`src/rtl/uart_packet_controller_if.sv`:
```
// rtl/uart_packet_controller_if.sv - packet/byte/command handshake bundle for uart_packet_controller
interface uart_packet_controller_if #(
  parameter int TX_MAX_BYTES = 5
);
  localparam int LEN_W = $clog2(TX_MAX_BYTES + 1);

  // Packet side (sensor core -> controller)
  logic [8*TX_MAX_BYTES-1:0] i_TX_DATA;
  logic [LEN_W-1:0]          i_TX_LEN;
  logic                      i_TX_VALID;
  logic                      o_TX_READY;
  logic                      o_TX_DROP;

  // Byte stream to the UART transmitter
  logic [7:0]                o_BYTE_TX;
  logic                      o_BYTE_TX_VALID;
  logic                      i_BYTE_TX_READY;

  // Byte stream from the UART receiver and parsed commands
  logic [7:0]                i_BYTE_RX;
  logic                      i_BYTE_RX_VALID;
  logic                      i_CORE_BUSY;
  logic [7:0]                o_RX_CMD;
  logic [7:0]                o_RX_ARG;
  logic                      o_RX_VALID;
  logic                      o_RX_ERR;

  // Controller side
  modport slave (
    input  i_TX_DATA, i_TX_LEN, i_TX_VALID, i_BYTE_TX_READY,
           i_BYTE_RX, i_BYTE_RX_VALID, i_CORE_BUSY,
    output o_TX_READY, o_TX_DROP, o_BYTE_TX, o_BYTE_TX_VALID,
           o_RX_CMD, o_RX_ARG, o_RX_VALID, o_RX_ERR
  );

  // Core/UART side driving the controller
  modport master (
    output i_TX_DATA, i_TX_LEN, i_TX_VALID, i_BYTE_TX_READY,
           i_BYTE_RX, i_BYTE_RX_VALID, i_CORE_BUSY,
    input  o_TX_READY, o_TX_DROP, o_BYTE_TX, o_BYTE_TX_VALID,
           o_RX_CMD, o_RX_ARG, o_RX_VALID, o_RX_ERR
  );
endinterface

```
`src/rtl/uart_packet_controller.sv`:
```
// rtl/uart_packet_controller.sv - packet FIFO/serialiser towards the UART and command parser from it
module uart_packet_controller #(
  parameter int TX_MAX_BYTES = 5,
  parameter int TX_DEPTH     = 4,
  parameter int RX_TIMEOUT   = 1000
) (
  input logic                     i_CLK,
  input logic                     i_RST,
  uart_packet_controller_if.slave bus
);

  localparam int LEN_W  = $clog2(TX_MAX_BYTES + 1);
  localparam int DATA_W = 8 * TX_MAX_BYTES;
  localparam int PTR_W  = $clog2(TX_DEPTH);
  localparam int CNT_W  = PTR_W + 1;
  localparam int TMR_W  = $clog2(RX_TIMEOUT);

  localparam logic [7:0] CMD_READ = 8'h52;  // 'R', no argument
  localparam logic [7:0] CMD_STOP = 8'h53;  // 'S', no argument, allowed while busy
  localparam logic [7:0] CMD_ADDR = 8'h61;  // 'a', one argument
  localparam logic [7:0] CMD_MODE = 8'h6D;  // 'm', one argument

  typedef enum logic {T_IDLE, T_SEND} tx_state_e;
  typedef enum logic {R_CMD, R_ARG}   rx_state_e;

  // ---------------------------------------------------------------- TX path
  logic [DATA_W-1:0] fifo_data_q [TX_DEPTH];
  logic [LEN_W-1:0]  fifo_len_q  [TX_DEPTH];
  logic [PTR_W-1:0]  wr_ptr_q, wr_ptr_d;
  logic [PTR_W-1:0]  rd_ptr_q, rd_ptr_d;
  logic [CNT_W-1:0]  count_q, count_d;
  logic              tx_drop_q, tx_drop_d;
  tx_state_e         tx_state_q, tx_state_d;
  logic [DATA_W-1:0] shreg_q, shreg_d;
  logic [LEN_W-1:0]  rem_q, rem_d;

  logic tx_ready;
  logic tx_accept;
  logic len_ok;
  logic push;
  logic pop;
  logic byte_valid;

  // Ready is a function of the registered count only, so a pop on the same
  // edge never lets a push into a full FIFO.
  assign tx_ready  = (count_q != CNT_W'(TX_DEPTH));
  assign tx_accept = bus.i_TX_VALID & tx_ready;
  assign len_ok    = (bus.i_TX_LEN != '0) && (bus.i_TX_LEN <= LEN_W'(TX_MAX_BYTES));
  assign push      = tx_accept & len_ok;

  assign bus.o_TX_READY      = tx_ready;
  assign bus.o_TX_DROP       = tx_drop_q;
  assign bus.o_BYTE_TX_VALID = byte_valid;
  assign bus.o_BYTE_TX       = byte_valid ? shreg_q[DATA_W-1 -: 8] : 8'h00;

  // FIFO storage: written on accepted well-formed packets, contents need no reset.
  always_ff @(posedge i_CLK) begin
    if (push) begin
      fifo_data_q[wr_ptr_q] <= bus.i_TX_DATA;
      fifo_len_q[wr_ptr_q]  <= bus.i_TX_LEN;
    end
  end

  // TX next state: pop into the shift register when idle, shift out MSB byte first.
  always_comb begin
    tx_state_d = tx_state_q;
    shreg_d    = shreg_q;
    rem_d      = rem_q;
    pop        = 1'b0;
    byte_valid = 1'b0;
    case (tx_state_q)
      T_IDLE: begin
        if (count_q != '0) begin
          pop        = 1'b1;
          shreg_d    = fifo_data_q[rd_ptr_q];
          rem_d      = fifo_len_q[rd_ptr_q];
          tx_state_d = T_SEND;
        end
      end
      T_SEND: begin
        byte_valid = 1'b1;
        if (bus.i_BYTE_TX_READY) begin
          shreg_d = shreg_q << 8;
          rem_d   = rem_q - LEN_W'(1);
          if (rem_q == LEN_W'(1)) begin
            tx_state_d = T_IDLE;
          end
        end
      end
      default: tx_state_d = T_IDLE;
    endcase
  end

  // FIFO bookkeeping and the bad-length drop pulse.
  always_comb begin
    wr_ptr_d  = push ? wr_ptr_q + PTR_W'(1) : wr_ptr_q;
    rd_ptr_d  = pop  ? rd_ptr_q + PTR_W'(1) : rd_ptr_q;
    count_d   = count_q + CNT_W'(push) - CNT_W'(pop);
    tx_drop_d = tx_accept & ~len_ok;
  end

  // TX state register; reset discards queued and in-flight packets.
  always_ff @(posedge i_CLK or posedge i_RST) begin
    if (i_RST) begin
      tx_state_q <= T_IDLE;
      shreg_q    <= '0;
      rem_q      <= '0;
      wr_ptr_q   <= '0;
      rd_ptr_q   <= '0;
      count_q    <= '0;
      tx_drop_q  <= 1'b0;
    end else begin
      tx_state_q <= tx_state_d;
      shreg_q    <= shreg_d;
      rem_q      <= rem_d;
      wr_ptr_q   <= wr_ptr_d;
      rd_ptr_q   <= rd_ptr_d;
      count_q    <= count_d;
      tx_drop_q  <= tx_drop_d;
    end
  end

  // ---------------------------------------------------------------- RX path
  rx_state_e        rx_state_q, rx_state_d;
  logic [7:0]       arg_cmd_q, arg_cmd_d;
  logic [TMR_W-1:0] timer_q, timer_d;
  logic [7:0]       rx_cmd_q, rx_cmd_d;
  logic [7:0]       rx_arg_q, rx_arg_d;
  logic             rx_valid_q, rx_valid_d;
  logic             rx_err_q, rx_err_d;
  logic             rx_blocked;

  // While the core streams only STOP gets through; a 00h byte is line noise.
  assign rx_blocked = (bus.i_BYTE_RX == 8'h00) ||
                      (bus.i_CORE_BUSY && (bus.i_BYTE_RX != CMD_STOP));

  assign bus.o_RX_CMD   = rx_cmd_q;
  assign bus.o_RX_ARG   = rx_arg_q;
  assign bus.o_RX_VALID = rx_valid_q;
  assign bus.o_RX_ERR   = rx_err_q;

  // RX next state: decode command bytes, collect the argument or time out.
  always_comb begin
    rx_state_d = rx_state_q;
    arg_cmd_d  = arg_cmd_q;
    timer_d    = timer_q;
    rx_cmd_d   = rx_cmd_q;
    rx_arg_d   = rx_arg_q;
    rx_valid_d = 1'b0;
    rx_err_d   = 1'b0;
    case (rx_state_q)
      R_CMD: begin
        if (bus.i_BYTE_RX_VALID && !rx_blocked) begin
          if ((bus.i_BYTE_RX == CMD_READ) || (bus.i_BYTE_RX == CMD_STOP)) begin
            rx_cmd_d   = bus.i_BYTE_RX;
            rx_arg_d   = 8'h00;
            rx_valid_d = 1'b1;
          end else if ((bus.i_BYTE_RX == CMD_ADDR) || (bus.i_BYTE_RX == CMD_MODE)) begin
            arg_cmd_d  = bus.i_BYTE_RX;
            timer_d    = '0;
            rx_state_d = R_ARG;
          end else begin
            rx_err_d = 1'b1;
          end
        end
      end
      R_ARG: begin
        // An argument arriving on the timeout edge still completes the command.
        if (bus.i_BYTE_RX_VALID) begin
          rx_cmd_d   = arg_cmd_q;
          rx_arg_d   = bus.i_BYTE_RX;
          rx_valid_d = 1'b1;
          rx_state_d = R_CMD;
        end else if (timer_q == TMR_W'(RX_TIMEOUT - 1)) begin
          rx_err_d   = 1'b1;
          rx_state_d = R_CMD;
        end else begin
          timer_d = timer_q + TMR_W'(1);
        end
      end
      default: rx_state_d = R_CMD;
    endcase
  end

  // RX state register; parsed command/argument hold between pulses.
  always_ff @(posedge i_CLK or posedge i_RST) begin
    if (i_RST) begin
      rx_state_q <= R_CMD;
      arg_cmd_q  <= 8'h00;
      timer_q    <= '0;
      rx_cmd_q   <= 8'h00;
      rx_arg_q   <= 8'h00;
      rx_valid_q <= 1'b0;
      rx_err_q   <= 1'b0;
    end else begin
      rx_state_q <= rx_state_d;
      arg_cmd_q  <= arg_cmd_d;
      timer_q    <= timer_d;
      rx_cmd_q   <= rx_cmd_d;
      rx_arg_q   <= rx_arg_d;
      rx_valid_q <= rx_valid_d;
      rx_err_q   <= rx_err_d;
    end
  end

endmodule
```
`src/flat_wrapper.sv`:
```
// flat-port wrapper written by rule: the top's interface ports become plain ports
module uart_packet_controller_flat 
#(
  parameter int TX_MAX_BYTES = 5,
  parameter int TX_DEPTH     = 4,
  parameter int RX_TIMEOUT   = 1000
)
  (i_CLK, i_RST, bus_i_TX_DATA, bus_i_TX_LEN, bus_i_TX_VALID, bus_i_BYTE_TX_READY, bus_i_BYTE_RX, bus_i_BYTE_RX_VALID, bus_i_CORE_BUSY, bus_o_TX_READY, bus_o_TX_DROP, bus_o_BYTE_TX, bus_o_BYTE_TX_VALID, bus_o_RX_CMD, bus_o_RX_ARG, bus_o_RX_VALID, bus_o_RX_ERR);
  uart_packet_controller_if #(.TX_MAX_BYTES(TX_MAX_BYTES)) bus_i ();
  input logic i_CLK;
  input logic i_RST;
  input wire logic [$bits(bus_i.i_TX_DATA)-1:0] bus_i_TX_DATA;
  input wire logic [$bits(bus_i.i_TX_LEN)-1:0] bus_i_TX_LEN;
  input wire logic [$bits(bus_i.i_TX_VALID)-1:0] bus_i_TX_VALID;
  input wire logic [$bits(bus_i.i_BYTE_TX_READY)-1:0] bus_i_BYTE_TX_READY;
  input wire logic [$bits(bus_i.i_BYTE_RX)-1:0] bus_i_BYTE_RX;
  input wire logic [$bits(bus_i.i_BYTE_RX_VALID)-1:0] bus_i_BYTE_RX_VALID;
  input wire logic [$bits(bus_i.i_CORE_BUSY)-1:0] bus_i_CORE_BUSY;
  output wire logic [$bits(bus_i.o_TX_READY)-1:0] bus_o_TX_READY;
  output wire logic [$bits(bus_i.o_TX_DROP)-1:0] bus_o_TX_DROP;
  output wire logic [$bits(bus_i.o_BYTE_TX)-1:0] bus_o_BYTE_TX;
  output wire logic [$bits(bus_i.o_BYTE_TX_VALID)-1:0] bus_o_BYTE_TX_VALID;
  output wire logic [$bits(bus_i.o_RX_CMD)-1:0] bus_o_RX_CMD;
  output wire logic [$bits(bus_i.o_RX_ARG)-1:0] bus_o_RX_ARG;
  output wire logic [$bits(bus_i.o_RX_VALID)-1:0] bus_o_RX_VALID;
  output wire logic [$bits(bus_i.o_RX_ERR)-1:0] bus_o_RX_ERR;
  assign bus_i.i_TX_DATA = bus_i_TX_DATA;
  assign bus_i.i_TX_LEN = bus_i_TX_LEN;
  assign bus_i.i_TX_VALID = bus_i_TX_VALID;
  assign bus_i.i_BYTE_TX_READY = bus_i_BYTE_TX_READY;
  assign bus_i.i_BYTE_RX = bus_i_BYTE_RX;
  assign bus_i.i_BYTE_RX_VALID = bus_i_BYTE_RX_VALID;
  assign bus_i.i_CORE_BUSY = bus_i_CORE_BUSY;
  assign bus_o_TX_READY = bus_i.o_TX_READY;
  assign bus_o_TX_DROP = bus_i.o_TX_DROP;
  assign bus_o_BYTE_TX = bus_i.o_BYTE_TX;
  assign bus_o_BYTE_TX_VALID = bus_i.o_BYTE_TX_VALID;
  assign bus_o_RX_CMD = bus_i.o_RX_CMD;
  assign bus_o_RX_ARG = bus_i.o_RX_ARG;
  assign bus_o_RX_VALID = bus_i.o_RX_VALID;
  assign bus_o_RX_ERR = bus_i.o_RX_ERR;
  uart_packet_controller #(.TX_MAX_BYTES(TX_MAX_BYTES), .TX_DEPTH(TX_DEPTH), .RX_TIMEOUT(RX_TIMEOUT)) u_core (.i_CLK(i_CLK), .i_RST(i_RST), .bus(bus_i));
endmodule
```
`config.mk`:
```
export PLATFORM = sky130hd
export DESIGN_NAME = uart_packet_controller_flat
export DESIGN_NICKNAME = d
export VERILOG_FILES = /design/src/rtl/uart_packet_controller_if.sv /design/src/rtl/uart_packet_controller.sv /design/src/flat_wrapper.sv
export SDC_FILE = /design/constraint.sdc
export NUM_CORES = 1
export LEC_CHECK = 0
export CAP_MARGIN = 30
export CORE_ASPECT_RATIO = 1.5
export CORE_MARGIN = 3
export CORE_UTILIZATION = 44
export CTS_CLUSTER_DIAMETER = 80
export DETAILED_ROUTE_END_ITERATION = 12
export PLACE_DENSITY = 0.69
export REMOVE_ABC_BUFFERS = 1
export SYNTH_ARGS = -nofsm -noshare
export SYNTH_HDL_FRONTEND = slang
export SYNTH_SLANG_ARGS = --single-unit
```
`constraint.sdc`:
```
create_clock -name i_CLK -period 2.8 [get_ports i_CLK]
set_input_delay 0.28 -clock i_CLK [delete_from_list [all_inputs] [get_ports i_CLK]]
set_output_delay 0.28 -clock i_CLK [all_outputs]
set_load 0.05 [all_outputs]
```
# ---- Word level (Yosys, flattened, before mapping)
# Memories as Yosys holds them, arrays and structs flattened.
# Index checks and enable logic that the tools add are counted.
# W data, S select, Z words.
dict set report totals {
  register_bits 89
  ramBits 172
  in_bits 57
  out_inout_bits 29
  n_memories 2
}
# memory words width rd rd_clocked_by_memory_dff wr line
set memory_table {}
lappend memory_table {u_core.fifo_data_q 4 40 1 0 1 uart_packet_controller.sv:27} ;# logic [DATA_W-1:0] fifo_data_q [TX_DEPTH];
lappend memory_table {u_core.fifo_len_q 4 3 1 0 1 uart_packet_controller.sv:28} ;# logic [LEN_W-1:0] fifo_len_q [TX_DEPTH];
dict set report classes {
  n_addsub 6
  magnitude_cmp 1
  eq_ne 17
  muxes 45
  n_bitwise 7
  reduce_logical 14
}
# op n
set ops {}
lappend ops {{$mux W40} 2}
lappend ops {{$pmux W40 S2} 1}
lappend ops {{$mux W8} 7}
lappend ops {{$mux W10} 5}
lappend ops {{$eq A8 B7 Y1 const B} 4}
lappend ops {{$pmux W8 S2} 2}
lappend ops {{$mux W1} 20}
lappend ops {{$pmux W10 S2} 1}
lappend ops {{$add A10 B1 Y10 const B} 1}
lappend ops {{$eq A10 B10 Y1 const B} 1}
lappend ops {{$ne A2 B2 Y1 const B} 5}
lappend ops {{$logic_not A8 Y1} 1}
lappend ops {{$ne A2 B1 Y1 const B} 4}
lappend ops {{$ne A8 B7 Y1 const B} 1}
lappend ops {{$pmux W1 S2} 4}
lappend ops {{$mux W3} 2}
lappend ops {{$pmux W3 S2} 1}
lappend ops {{$reduce_bool A3 Y1} 2}
lappend ops {{$reduce_and A5 Y1} 1}
lappend ops {{$add A2 B1 Y2 const B} 2}
lappend ops {{$not A1 Y1} 4}
lappend ops {{$reduce_and A4 Y1} 1}
lappend ops {{$add A3 B1 Y3} 1}
lappend ops {{$and A1 B1 Y1} 3}
lappend ops {{other kinds (10)} 14}

# ---- Longest topological paths before layout
# Gate-level depths: netlist of run 1.
dict set report logic_depth {
  word_depth 7
  mapped_depth 10
  ltp_nobuf 9
}

# ---- Worst setup path before layout of run 1
# No wires, ideal clock.
dict set report synth_path {
  kind {flip-flop to flip-flop}
  start {register u_core.tx_state_q}
  end {register u_core.count_q[2]}
  t_arrival_ns 2.586
  slack_ns 0.090
  path_stages_with_launch 11
  period_less_slack_ns 2.710
  path_cell_list {dfrtp_1 -> clkbuf_1 -> nor2_1 -> clkbuf_1 -> ha_1 -> inv_1 -> ha_1 -> inv_1 -> fa_1 -> xnor2_1 -> xnor2_1}
}
dict set report synth_via {
  elab_chain_cells 2
}
# element line
set synth_rtl {}
lappend synth_rtl {{start: declaration} uart_packet_controller.sv:33} ;# tx_state_e tx_state_q, tx_state_d;
lappend synth_rtl {{start signal: assignment} uart_packet_controller.sv:113} ;# tx_state_q <= tx_state_d;
lappend synth_rtl {{$mux W1} uart_packet_controller.sv:71} ;# case (tx_state_q)
lappend synth_rtl {{via u_core.pop} uart_packet_controller.sv:41} ;# logic pop;
lappend synth_rtl {{$sub A3 B1 Y3} uart_packet_controller.sv:98} ;# count_d = count_q + CNT_W'(push) - CNT_W'(pop);
lappend synth_rtl {{via u_core.count_d[2]} uart_packet_controller.sv:31} ;# logic [CNT_W-1:0] count_q, count_d;
lappend synth_rtl {{end signal: assignment} uart_packet_controller.sv:118} ;# count_q <= count_d;
lappend synth_rtl {{end: declaration} uart_packet_controller.sv:31}
# The timed path passes the listed nets, and every way through them passes these cells.
# A chain may end at the register's enable or synchronous reset.

# ---- Worst setup path in the final report of run 1
dict set report layout_path {
  start {register u_core.tx_state_q}
  end {output bus_o_BYTE_TX[1]}
}
dict set report layout_via {
  elab_chain_cells 2
}
# element line
set layout_rtl {}
lappend layout_rtl {{$mux W1} uart_packet_controller.sv:71}
lappend layout_rtl {{$mux W8} uart_packet_controller.sv:54} ;# assign bus.o_BYTE_TX = byte_valid ? shreg_q[DATA_W-1 -: 8] : 8'h00;
lappend layout_rtl {{end: declaration} flat_wrapper.sv:21} ;# output wire logic [$bits(bus_i.o_BYTE_TX)-1:0] bus_o_BYTE_TX;
# No other way between the ends.

==> results.sh, run 1 <==
export IMPL_r2r_start="u_core.count_q[1]"
export IMPL_yosysUniqueCellTypes=50
export IMPL_htreeDepth=1
export IMPL_grt_ovfl_total=0
export IMPL_cts_sinks=261
export IMPL_die_w_um=132
export IMPL_power_density_nw_per_um2=943
export IMPL_first_iter_violations=257
export IMPL_cp_end_kind="output port"
export IMPL_clock_skew_ns=0.00672
export IMPL_reg2reg_setup_slack_ns=0.59
export IMPL_tns_ns=0
export IMPL_grt_usage_pct=16.1
export IMPL_drive_gt1_share_pct=18.8
export IMPL_reg2reg_depth=10
export IMPL_p_total_uw=11900
export IMPL_synth_seq_cells=261
export IMPL_yosysSeqAreaShare_pct=70.8
export IMPL_drc=0
export IMPL_synth_edf_count=172
export IMPL_crit_fanout=42
export IMPL_postCtsSetupBuffers=0
export IMPL_gp_congestion=0.800
export IMPL_clock_path_buffers=3
export IMPL_synthFlopType="edfxtp_1"
export IMPL_p_leak_uw=0.00466
export IMPL_placed_cells=1047
export IMPL_worstSetupPathType="reg -> out"
export IMPL_clock_latency_ns=0.51
export IMPL_grt_pass1_vias=6275
export IMPL_design_core_area_um2=23100
export IMPL_post_cts_resized=0
export IMPL_area_delta_synth_final_pct=21.1
export IMPL_status="complete, no violations"
export IMPL_synthCells=656
export IMPL_port_buffers=85
export IMPL_slew_headroom_pct=63.5
export IMPL_drt_total_wl_um=20300
export IMPL_final_util_pct=54.6
export IMPL_netlist_area_um2=10400
export IMPL_antenna_found_initial=0
export IMPL_grt_max_degree=45
export IMPL_cts_tree="built"
export IMPL_rsz0062_at_grt="no"
export IMPL_hold_class="in -> async"
export IMPL_holdBufCountCts=0
export IMPL_initial_core_util_pct=45.1
export IMPL_numCtsBuffers=25
export IMPL_hpwl_um=13200
export IMPL_finalHoldViolCount=0
export IMPL_slew_viol_final=0
export IMPL_crit_required_ns=2.52
export IMPL_critPathLaunchType="register"
export IMPL_ios=86
export IMPL_diodes=0
export IMPL_fin_crit_ns=2.54
export IMPL_setup_violations=0
export IMPL_die_height_um=195
export IMPL_layout_worst_path_cycle_share_pct=90.6
export IMPL_vias=5810
export IMPL_worst_pin_slew_ns=0.545
export IMPL_rows=68
export IMPL_mostFrequentLayoutCell="edfxtp_1"
export IMPL_async_flop_share_pct=34.1
export IMPL_first_pass_iters=4
export IMPL_fmax_ghz=0.394
export IMPL_maxCapViolations=0
export IMPL_peakVddDrop_v=0.000636
export IMPL_final_cells=1092
export IMPL_n_fill_cell=1843
export IMPL_clk_pin_slew_worst_paths_ns=0.06
export IMPL_drtAntennaViolNets=0
export IMPL_clockRootBuffer="clkbuf_16"
export IMPL_cp_arrival_ns=2.26
export IMPL_r2r_end="u_core.count_q[2]"
export IMPL_routed_via_density=5.32
export IMPL_hold_ws_ns=0.0476
export IMPL_die_area_um2=25600
export IMPL_avgSynthCellArea_um2=15.9
export IMPL_fin_nets=826
export IMPL_grt_first_pass_wirelength_um=33100
export IMPL_final_cell_mix="172 x edfxtp_1, 88 x nand2_1, 86 x dfrtp_1"
export IMPL_ys_warn_count=0
export IMPL_wl_per_cell_um=18.6
-- worst max-delay path: stages (launching register included) --
cell,delay (ns)
dfrtp_2,0.47
buf_12,0.25
and2_1,0.18
clkdlybuf4s50_1,0.84
-- flip-flops by register name, indices dropped and copies added (netlist names) --
signal	cells
u_core.fifo_data_q	160
u_core.wr_ptr_q	2
u_core.arg_cmd_q	8
u_core.tx_state_q	1
u_core.rem_q	3
u_core.bus.o_RX_CMD	8
u_core.fifo_len_q	12
u_core.bus.o_TX_DROP	1
u_core.rd_ptr_q	2
u_core.bus.o_RX_ARG	8
u_core.timer_q	10
u_core.bus.o_RX_VALID	1
u_core.rx_state_q	1
u_core.count_q	3
u_core.bus.o_RX_ERR	1
u_core.shreg_q	40
-- cell type report --
type                       instances  area (um^2)  area share, %
clock buffer                      33          666           5.26
tap                              315          394           3.12
timing repair buffer             112         1140           8.99
inverter                          11         43.8          0.346
clock inverter                    12          134           1.06
multi-input combinational        348         2870           22.7
sequential                       261         7400           58.5
-- synthesized netlist by cell type (all sizes together) (2+ instances only) --
master	number	area share (%)
edfxtp	172	49
dfrtp	89	21
nand2	88	3.2
mux4	43	9.3
nor2	34	1.2
a31oi	33	2.0
clkbuf	28	1.0
mux2	27	2.9
and2	16	0.96
o21ai	15	0.72
a22o	10	0.84
inv	10	0.36
nand3	10	0.48
ha	9	1.1
buf	8	0.43
nor3	8	0.43
a21oi	6	0.29
nand2b	5	0.30
xnor2	5	0.42
a211o	4	0.34
and3	3	0.18
mux2i	3	0.29
nor2b	3	0.18
o21a	3	0.22
or4	3	0.25
nand4	2	0.12
o211a	2	0.19
or2	2	0.12
-- worst max path at each step --
stage / slack, ns / end / start
after global routing: 0.21 / bus_o_BYTE_TX[1] / u_core.tx_state_q
after CTS: 0.26 / bus_o_BYTE_TX[1] / u_core.tx_state_q
after floorplan: -1.06 / u_core.rem_q[0] / u_core.tx_state_q
after detailed placement: 0.34 / u_core.bus.o_RX_CMD[4] / bus_i_BYTE_RX[3]
final: 0.26 / bus_o_BYTE_TX[1] / u_core.tx_state_q
after global placement: 0.39 / u_core.bus.o_RX_CMD[3] / bus_i_BYTE_RX[3]
-- metrics by stage --
stage / worst slack [ns] / area [um^2]
final: 0.264 / 12600
after global routing: 0.211 / 12600
after CTS: 0.257 / 12600
after detailed placement: 0.338 / 11800
after global placement: 0.385 / 11800
after floorplan: -1.06 / 10300
-- layer usage --
metal | global-route usage [%] | part of all wire [%]
met2 | 30.5 | 55
met3 | 2.38 | 3.6
met4 | 5.02 | 2.5
met1 | 18.8 | 39
met5 | 0 | 0
-- power by group --
part           total [uW]  internal, uW  switching, uW
sequential           5230          4890            343
clock                3280          1940           1340
combinational        3400          1520           1880
-- cells by family (layout without fill, tap and decap cells) --
group | Yosys count | in the layout | share of synthesized area [%]
xor gates and xnor gates | 6 | 6 | 0.503
buffers and inverters | 47 | 168 | 1.83
muxes | 73 | 73 | 12.5
DFF | 261 | 261 | 70.8
and+or+nand+nor | 180 | 180 | 7.86
AOI/OAI and AO/OA | 79 | 79 | 5.24
adders and majority gates | 10 | 10 | 1.27
(Power assumes the default switching activity.)
==> inputs of run 2 (changes only) <==
--- a/config.mk
+++ b/config.mk
@@ -12,7 +12,6 @@
 export CTS_CLUSTER_DIAMETER = 80
 export DETAILED_ROUTE_END_ITERATION = 12
 export PLACE_DENSITY = 0.69
-export REMOVE_ABC_BUFFERS = 1
 export SYNTH_ARGS = -nofsm -noshare
 export SYNTH_HDL_FRONTEND = slang
 export SYNTH_SLANG_ARGS = --single-unit
==> run 2 against run 1 <==
First-iteration DRC count grew 49%. Total power up 0.56%. Sequential share of layout area hardly changed. Combinational power barely moved. Setup slack better by 0.087 ns. Register-to-register slack improved by 0.03 ns. Critical path type unchanged. Highest routed layer unchanged.
==> results.sh, run 2 (synthesis gave the netlist of run 1 again) <==
export IMPL_status="complete, no violations"
export IMPL_critPathTopFamily="buffers and inverters"
export IMPL_first_iter_violations=383
export IMPL_fin_crit_ns=2.45
export IMPL_layout_setup_ws_ns=0.351
export IMPL_drtAntennaViolNets=0
export IMPL_finalHoldViolCount=0
export IMPL_synthesis_nets=723
export IMPL_gp_congestion=0.824
export IMPL_wl_per_cell_um=19.5
export IMPL_crit_fanout=4
export IMPL_p_leak_uw=0.00465
export IMPL_cp_slowest_cell="clkdlybuf4s50_1"
export IMPL_tns_ns=0
export IMPL_rsz0062_at_grt="no"
export IMPL_htreeDepth=1
export IMPL_port_buffers=85
export IMPL_clock_path_buffers=3
export IMPL_grt_usage_pct=16.7
export IMPL_drive_gt1_share_pct=20.2
export IMPL_hold_class="in -> async"
export IMPL_grt_max_degree=53
export IMPL_fmax_ghz=0.408
export IMPL_hpwl_um=14700
export IMPL_area_delta_synth_final_pct=21.1
export IMPL_setup_violations=0
export IMPL_maxCapViolations=0
export IMPL_n_fill_cell=1830
export IMPL_crit_chain="or3b_2 -> clkdlybuf4s50_1"
export IMPL_final_cell_mix="172 x edfxtp_1, 88 x nand2_1, 88 x dfrtp_1"
export IMPL_final_cells=1088
export IMPL_cp_arrival_ns=2.17
export IMPL_clockRootBuffer="clkbuf_16"
export IMPL_design_core_area_um2=23100
export IMPL_layout_worst_path_cycle_share_pct=87.5
export IMPL_initial_core_util_pct=45.1
export IMPL_drt_total_wl_um=21200
export IMPL_clk_pin_slew_worst_paths_ns=0.06
export IMPL_holdBufCountCts=0
export IMPL_slew_headroom_pct=35.2
export IMPL_worstSetupPathType="reg -> out"
export IMPL_rows=68
export IMPL_numCtsBuffers=25
export IMPL_drc=0
export IMPL_ios=86
export IMPL_post_cts_resized=0
export IMPL_worst_pin_slew_ns=0.968
export IMPL_critPathLaunchType="register"
export IMPL_postCtsSetupBuffers=0
export IMPL_die_w_um=132
export IMPL_crit_required_ns=2.52
export IMPL_mostFrequentLayoutCell="edfxtp_1"
export IMPL_fin_nets=823
export IMPL_peakVddDrop_v=0.000777
export IMPL_grt_first_pass_wirelength_um=34400
export IMPL_slew_viol_final=0
export IMPL_grt_pass1_vias=6321
export IMPL_die_height_um=195
export IMPL_dp_slack_ns=0.241
export IMPL_reg_top3="u_core.fifo_data_q x160, u_core.shreg_q x40, u_core.fifo_len_q x12"
export IMPL_power_density_nw_per_um2=948
export IMPL_regMostFlops="u_core.fifo_data_q"
export IMPL_grt_ovfl_total=0
export IMPL_clock_latency_ns=0.52
export IMPL_clock_skew_ns=0.0140
export IMPL_cp_end_kind="output port"
export IMPL_first_pass_iters=4
export IMPL_die_area_um2=25600
export IMPL_routed_via_density=5.38
export IMPL_cts_sinks=261
export IMPL_largest_reg_flops=160
export IMPL_cts_tree="built"
export IMPL_placed_cells=1044
export IMPL_critPathMaxStageDelay_ns=0.73
export IMPL_cp_buffers_inverters=1
export IMPL_diodes=0
export IMPL_antenna_found_initial=0
export IMPL_vias=5849
[run 2: cell types whose count changed in the layout (fill, tap and decap cells not counted), sizes merged]
cell and change:
buf +5, inv +3, bufinv -1, clkinvlp +4, clkdlybuf4s50 -8, clkbuf -7
[run 2: worst register-to-register path: stages, from the launching register on]
cell and delay (ns):
dfrtp_1 0.43, nor3_1 0.20, buf_4 0.17, nor2_1 0.05, ha_1 0.30, inv_1 0.06, ha_1 0.14, inv_1 0.05
fa_1 0.40, xnor2_1 0.17, xnor2_1 0.14
[run 2: area by class of cell]
class,instances,area (um^2),share of cell area [%]
clock buffer,26,629,4.98
clock inverter,18,178,1.41
inverter,11,42.5,0.336
multi-input combinational,348,2870,22.7
sequential,261,7390,58.5
tap,315,394,3.12
timing repair buffer,109,1140,8.98
[run 2: path summary, 6_finish.rpt]
check                      cells past startpoint           startpoint                        to  slack [ns]
setup / recovery                               2    u_core.count_q[1]            bus_o_TX_READY        0.35
hold / removal                                 2                i_RST         u_core.timer_q[9]        0.16
setup reg to reg                              10    u_core.count_q[1]         u_core.count_q[2]        0.62
hold reg to reg                                1  u_core.arg_cmd_q[0]       u_core.arg_cmd_q[0]        0.46
max in group asynchronous                      3                i_RST        u_core.rd_ptr_q[0]        1.90
min in group i_CLK                             1     bus_i_TX_DATA[8]  u_core.fifo_data_q[3][8]        0.40
[run 2: power by group]
group / internal, uW / switching (uW) / leakage (uW)
clock network: 1850 / 1460 / 0.000379
registers: 4890 / 389 / 0.00269
logic: 1500 / 1900 / 0.00158
total: 8240 / 3750 / 0.00465
[run 2: metrics by stage]
stage               total power [uW]  util [%]  hold slack [ns]  area (um^2)
finish                         12000      54.6            0.162        12600
global placement                8710      51.2            0.449        11800
detailed placement              8830      51.2            0.448        11800
floorplan                       7630         -            0.379        10400
global route                   12600      54.6            0.220        12600
CTS                            12100      54.6            0.183        12600
[run 2: per-layer routing]
layer	GRT usage (%)	wire [um]	share of wire (%)	vias up
met4	5.68	640	3.0	0
met1	19.1	7990	38	2986
met3	2.41	873	4.1	38
met5	0	0	0	-
li1	-	-	-	2682
met2	31.7	11700	55	143
